## src/rtl/vector_operand_packer_if.sv

```systemverilog
// Operand packer bus: lane-serial load stream in, packed operand pair out.
//   start/funct_in   : begin a load and supply the operation code
//   in_valid/in_data : one lane byte per beat, lane 0 first
//   in_ready         : packer is accepting beats
//   busy             : packer is not idle
//   op1/op2/funct    : assembled operands and captured operation code
//   flag/ack         : operands valid for the ALU / ALU has taken them
interface vector_operand_packer_if #(
  parameter int unsigned LANES  = 24,
  parameter int unsigned LANE_W = 8
);
  logic                    start;
  logic [2:0]              funct_in;
  logic                    in_valid;
  logic [LANE_W-1:0]       in_data;
  logic                    in_ready;
  logic                    busy;
  logic [LANES*LANE_W-1:0] op1;
  logic [LANES*LANE_W-1:0] op2;
  logic [2:0]              funct;
  logic                    flag;
  logic                    ack;

  modport master (
    output start, funct_in, in_valid, in_data, ack,
    input  in_ready, busy, op1, op2, funct, flag
  );

  modport slave (
    input  start, funct_in, in_valid, in_data, ack,
    output in_ready, busy, op1, op2, funct, flag
  );
endinterface

```

## src/rtl/vector_operand_packer.sv

```systemverilog
// Collects two LANES-wide operands from a lane-serial byte stream and
// presents them, with a captured operation code, to a vector ALU.
// Ports:
//   clk  : system clock
//   rst  : synchronous active-low reset
//   bus  : vector_operand_packer_if slave (load stream in, operands out)
module vector_operand_packer #(
  parameter int unsigned LANES  = 24,
  parameter int unsigned LANE_W = 8
) (
  input  logic                     clk,
  input  logic                     rst,
  vector_operand_packer_if.slave   bus
);

  localparam int unsigned CNT_W = (LANES > 1) ? $clog2(LANES) : 1;
  localparam int unsigned VEC_W = LANES * LANE_W;
  localparam logic [CNT_W-1:0] LAST_LANE = CNT_W'(LANES - 1);

  typedef enum logic [1:0] {
    IDLE   = 2'd0,
    LOAD_A = 2'd1,
    LOAD_B = 2'd2,
    ISSUE  = 2'd3
  } state_t;

  state_t           state;
  logic [CNT_W-1:0] lane;
  logic [VEC_W-1:0] op1_q;
  logic [VEC_W-1:0] op2_q;
  logic [2:0]       funct_q;
  logic             in_ready_q;
  logic             busy_q;
  logic             flag_q;

  // Control FSM and operand storage; status outputs are registered
  // alongside the state so they always match its decode.
  always_ff @(posedge clk) begin
    if (!rst) begin
      state      <= IDLE;
      lane       <= '0;
      op1_q      <= '0;
      op2_q      <= '0;
      funct_q    <= '0;
      in_ready_q <= 1'b0;
      busy_q     <= 1'b0;
      flag_q     <= 1'b0;
    end else begin
      case (state)
        IDLE: begin
          if (bus.start) begin
            funct_q    <= bus.funct_in;
            lane       <= '0;
            state      <= LOAD_A;
            in_ready_q <= 1'b1;
            busy_q     <= 1'b1;
          end
        end

        LOAD_A: begin
          if (bus.in_valid) begin
            for (int i = 0; i < int'(LANES); i++) begin
              if (lane == CNT_W'(i)) op1_q[i*LANE_W +: LANE_W] <= bus.in_data;
            end
            if (lane == LAST_LANE) begin
              lane  <= '0;
              state <= LOAD_B;
            end else begin
              lane <= lane + CNT_W'(1);
            end
          end
        end

        LOAD_B: begin
          if (bus.in_valid) begin
            for (int i = 0; i < int'(LANES); i++) begin
              if (lane == CNT_W'(i)) op2_q[i*LANE_W +: LANE_W] <= bus.in_data;
            end
            if (lane == LAST_LANE) begin
              lane       <= '0;
              state      <= ISSUE;
              in_ready_q <= 1'b0;
              flag_q     <= 1'b1;
            end else begin
              lane <= lane + CNT_W'(1);
            end
          end
        end

        ISSUE: begin
          // Start in the ack cycle is dropped: it was sampled outside IDLE.
          if (bus.ack) begin
            state  <= IDLE;
            flag_q <= 1'b0;
            busy_q <= 1'b0;
          end
        end

        default: begin
          state      <= IDLE;
          in_ready_q <= 1'b0;
          busy_q     <= 1'b0;
          flag_q     <= 1'b0;
        end
      endcase
    end
  end

  assign bus.op1      = op1_q;
  assign bus.op2      = op2_q;
  assign bus.funct    = funct_q;
  assign bus.in_ready = in_ready_q;
  assign bus.busy     = busy_q;
  assign bus.flag     = flag_q;

endmodule

```

## src/flat_wrapper.sv

```systemverilog
// flat-port wrapper written by rule: the top's interface ports become plain ports
module vector_operand_packer_flat 
#(
  parameter int unsigned LANES  = 24,
  parameter int unsigned LANE_W = 8
)
  (clk, rst, bus_start, bus_funct_in, bus_in_valid, bus_in_data, bus_ack, bus_in_ready, bus_busy, bus_op1, bus_op2, bus_funct, bus_flag);
  vector_operand_packer_if #(.LANES(LANES), .LANE_W(LANE_W)) bus_i ();
  input  logic clk;
  input  logic rst;
  input wire logic [$bits(bus_i.start)-1:0] bus_start;
  input wire logic [$bits(bus_i.funct_in)-1:0] bus_funct_in;
  input wire logic [$bits(bus_i.in_valid)-1:0] bus_in_valid;
  input wire logic [$bits(bus_i.in_data)-1:0] bus_in_data;
  input wire logic [$bits(bus_i.ack)-1:0] bus_ack;
  output wire logic [$bits(bus_i.in_ready)-1:0] bus_in_ready;
  output wire logic [$bits(bus_i.busy)-1:0] bus_busy;
  output wire logic [$bits(bus_i.op1)-1:0] bus_op1;
  output wire logic [$bits(bus_i.op2)-1:0] bus_op2;
  output wire logic [$bits(bus_i.funct)-1:0] bus_funct;
  output wire logic [$bits(bus_i.flag)-1:0] bus_flag;
  assign bus_i.start = bus_start;
  assign bus_i.funct_in = bus_funct_in;
  assign bus_i.in_valid = bus_in_valid;
  assign bus_i.in_data = bus_in_data;
  assign bus_i.ack = bus_ack;
  assign bus_in_ready = bus_i.in_ready;
  assign bus_busy = bus_i.busy;
  assign bus_op1 = bus_i.op1;
  assign bus_op2 = bus_i.op2;
  assign bus_funct = bus_i.funct;
  assign bus_flag = bus_i.flag;
  vector_operand_packer #(.LANES(LANES), .LANE_W(LANE_W)) u_core (.clk(clk), .rst(rst), .bus(bus_i));
endmodule
```

## config.mk

```make
export PLATFORM = sky130hd
export DESIGN_NAME = vector_operand_packer_flat
export DESIGN_NICKNAME = d
export VERILOG_FILES = /design/src/rtl/vector_operand_packer_if.sv /design/src/rtl/vector_operand_packer.sv /design/src/flat_wrapper.sv
export SDC_FILE = /design/constraint.sdc
export NUM_CORES = 1
export LEC_CHECK = 0
export CORE_MARGIN = 1
export CORE_UTILIZATION = 40
export CTS_CLUSTER_SIZE = 16
export DETAILED_ROUTE_END_ITERATION = 16
export HOLD_SLACK_MARGIN = 0.06
export PLACE_DENSITY_LB_ADDON = 0.3
export SYNTH_ARGS = -nofsm -noshare
export SYNTH_HDL_FRONTEND = slang
export SYNTH_SLANG_ARGS = --single-unit
```

## constraint.sdc

```tcl
create_clock -name clk -period 2.3 [get_ports clk]
set_input_delay 0.345 -clock clk [delete_from_list [all_inputs] [get_ports clk]]
set_output_delay 0.345 -clock clk [all_outputs]
set_load 0.1 [all_outputs]
```

==> summary.md <==
| Metric | Value |
|---|---|
| Run status | finished, final reports clean |
| Hold Path Sink | u_core.state[1] |
| Total GRT Usage | 23.6% |
| Critical Path AT | 2450 ps |
| Worst path required time | 2680 ps |
| DIE HEIGHT | 192 um |
| Sw power | 4.03 mW |
| Post-synth ARST share | 0% |
| Total Neg Setup Slack | 0 ps |
| Switching Share | 25.6% |
| First-pass iteration count of the detailed router | 5 |
| Starting Density | 40.6% |
| Post-Syn Area | 14,400 um2 |
| Share of the yosys chip area belonging to registers | 55.1% |
| Rel. slew slack | 57.7% |
| P&R area growth vs syn | 35.0% |
| Reg2Reg Depth | 6 |
| Largest cells by area after synthesis | dfxtp_1 55%, mux2i_1 9.0%, nand3_1 8.3% |
| Worst Path Class, Setup | register to register |
| Rows | 69 |
| Htree depth | 2 |
| CTS tree | done |
| Largest net degree at the start of global routing | 107 |
| Most used routing layer | met2 |
| Met1 Usage GRT | 30.0% |
| PostCTS Resize Cnt | 0 |
| Sequential share of power | 44.6% |
| Biggest area consumer among synthesized cells | dfxtp_1 |
| CP max FO | 16 |
| Yosys warns | 0 |
| DIE AREA | 36,800 um2 |
| HP Start | rst |
| Clk Tree Root Cell | clkbuf_16 |
| Hold path depth | 3 |
| DR DRC count | 0 |
| Synth Net Count | 1,525 |
| Skew-Pair Late Insertion Delay | 550 ps |
| Mean routed wirelength per cell | 19.3 um |
| Initial DRC count | 634 |
| Pre-CTS setup slack | 88.9 ps |
| Fin crit share | 89.9% |
| Worst r2r src | u_core.state[1] |
| Yosys cell types | 39 |
| Fin crit period | 2070 ps |
| Clk pwr share | 46.1% |
| Final hold violations | 0 |
| Clock skew | 21.9 ps |
| CP Launch Type | register |
| Max Cap Viol | 0 |
| Routability congestion estimate | 0.828 |
| IO Count | 406 |
| Core area | 35,500 um2 |
| Internal cell power | 11.7 mW |
| First-pass GRT wire length | 66,600 um |
| Worst hold-check path type | input port to register |
| Setup Buffers After CTS | 0 |
| EDFF count, synth | 0 |
| Average size of a mapped cell | 9.62 um2 |
| Worst slew pin tran | 634 ps |
| # setup viols final | 0 |
| Comb power frac | 9.3% |
| Max Freq | 484 MHz |
| Post-DP HPWL | 30,900 um |
| FF-to-FF End | u_core.bus.op1[178] |
| Final WS setup | 233 ps |
| Initial antenna violation count | 4 |
| IO Port Bufs | 405 |
| Dominant synthesized flop cell | dfxtp_1 |
| Top cell type's share of synthesized area | 55.1% |
| Slew Viols, Final | 0 |
| Routed Antenna Nets | 0 |
| Vias post-DR | 12,006 |
| Gate Count Post-Synth | 1,499 |
| Register clock-pin slew on the reported worst setup and hold paths | 60 ps |
| Die width | 192 um |
| Layout cell share with drive strength beyond 1 | 29.0% |
| M2 GR Usage | 37.9% |
| RSZ-0062 raised after global routing | no |
| CP startpoint | u_core.state[1] |
| Vias in the first global route | 11,001 |
| Reg2Reg Setup Slack | 230 ps |
| GRT overflow | 0 |
| Pwr Density | 808 nW/um2 |
| Final layout net count | 1,875 |
| # hold bufs at CTS | 0 |
| Static Leakage | 7.85 nW |
| Crit. End Element | register |
| Clk sink count | 397 |
| CTS max path bufs | 3 |
| Post-synthesis register bit count | 397 |
| Via density | 5.12 |
| GR Util met3 | 6.18% |
| Total Wirelength | 45,300 um |
| CTS Buf Count | 43 |
| Worst VDD drop | 710 uV |
## metrics by stage
| step | cell area, um2 | power (mW) | instances | util [%] | hold slack (ps) |
|---|---|---|---|---|---|
| global route | 19500 | 16.3 | 2342 | 54.9 | 222 |
| CTS | 19500 | 15.9 | 2340 | 54.9 | 196 |
| detailed placement | 18000 | 8.63 | 2265 | 50.6 | 454 |
| global placement | 18000 | 8.62 | 2265 | 50.6 | 447 |
| finish | 19500 | 15.7 | 2343 | 54.9 | 216 |
| floorplan | 14400 | 8.18 | 1499 | - | 468 |
## cell families (layout without fill, tap and decap cells)
logic type / after synthesis / count (layout) / synth area share [%]
buf+inv: 161 / 541 / 4.44
simple gates: 495 / 495 / 19.1
other cells: 0 / 3 / 0
fa+ha+maj: 10 / 10 / 0.868
xor+xnor: 1 / 1 / 0.0607
mux: 130 / 130 / 9.02
compound gates: 305 / 305 / 11.4
flops: 397 / 397 / 55.1
## flip-flops by register name, summed over array words and instances (netlist names)
| signal | flops |
|---|---|
| u_core.state | 2 |
| u_core.bus.busy | 1 |
| u_core.bus.op1 | 192 |
| u_core.bus.in_ready | 1 |
| u_core.bus.funct | 3 |
| u_core.lane | 5 |
| u_core.bus.op2 | 192 |
| u_core.bus.flag | 1 |
## power groups by stage
stage | clock, mW | combinational, mW | sequential [mW]
2_1_floorplan | 0 | 0.596 | 7.58
3_3_place_gp | 0 | 1.46 | 7.16
3_5_place_dp | 0 | 1.47 | 7.16
4_1_cts | 7.40 | 1.47 | 7.01
5_1_grt | 7.73 | 1.56 | 7.02
6_report | 7.25 | 1.47 | 7.01
## metal layers
| layer | wire (um) | up-vias |
|---|---|---|
| met5 | 0 | - |
| met4 | 1660 | 0 |
| met3 | 3800 | 99 |
| met2 | 20900 | 448 |
| met1 | 19000 | 5587 |
| li1 | - | 5872 |
## synth_stat cells, types with 3 or more instances
cell type	n
dfxtp_1	397
nand3_1	238
o21ai_0	221
mux2i_1	130
nor2b_1	114
clkbuf_1	107
nand2_1	79
o21ai_1	37
a21boi_0	33
buf_1	33
or3_1	15
buf_2	11
ha_1	10
nor2_2	7
nor2_4	7
a21boi_1	6
inv_1	5
nand2b_1	5
buf_4	4
nand4_1	4
or4_1	4
a21oi_1	3
and4b_1	3
o211ai_1	3
or2_2	3
## worst max path at each step
stage	end	slack [ps]	cells past startpoint
floorplan	u_core.bus.op1[5]	450	9
global placement	u_core.bus.op1[77]	140	6
detailed placement	u_core.bus.op2[72]	90	6
CTS	u_core.bus.op1[178]	250	6
global route	u_core.bus.op1[17]	90	6
finish	u_core.bus.op1[178]	230	6
## final cells by class
| cell class | instances | area [um2] |
|---|---|---|
| Antenna cell | 3 | 7.51 |
| Clock buffer | 52 | 1180 |
| Clock inverter | 23 | 317 |
| Fill cell | 3153 | 16000 |
| Inverter | 5 | 18.8 |
| Multi-Input combinational cell | 941 | 5830 |
| Sequential cell | 397 | 7950 |
| Tap cell | 461 | 577 |
| Timing Repair Buffer | 461 | 3590 |
## placed cells by master, fill, tap and decap left out, types with 4 or more instances in the layout
master             n
bufinv_16          6
or4_1              4
buf_12             7
or3_1             15
nand3_1          238
mux2i_1          130
nor2_4             7
ha_1              10
clkbuf_8           7
clkdlybuf4s50_1   14
dfxtp_1          397
a21boi_1           6
nand2_1           79
o21ai_0          221
a21boi_0          33
nand4_1            4
o21ai_1           37
clkbuf_16         43
clkinv_2           9
buf_4            439
inv_1              5
nor2_2             7
nand2b_1           5
nor2b_1          114
## critical path: stages, from the launching register on
cell and delay [ps]:
dfxtp_1 340, inv_1 110, ha_1 340, nand3_1 200, or3_1 600, nand3_1 180, o21ai_0 110
No activity file was read; power rests on OpenSTA's default activity.
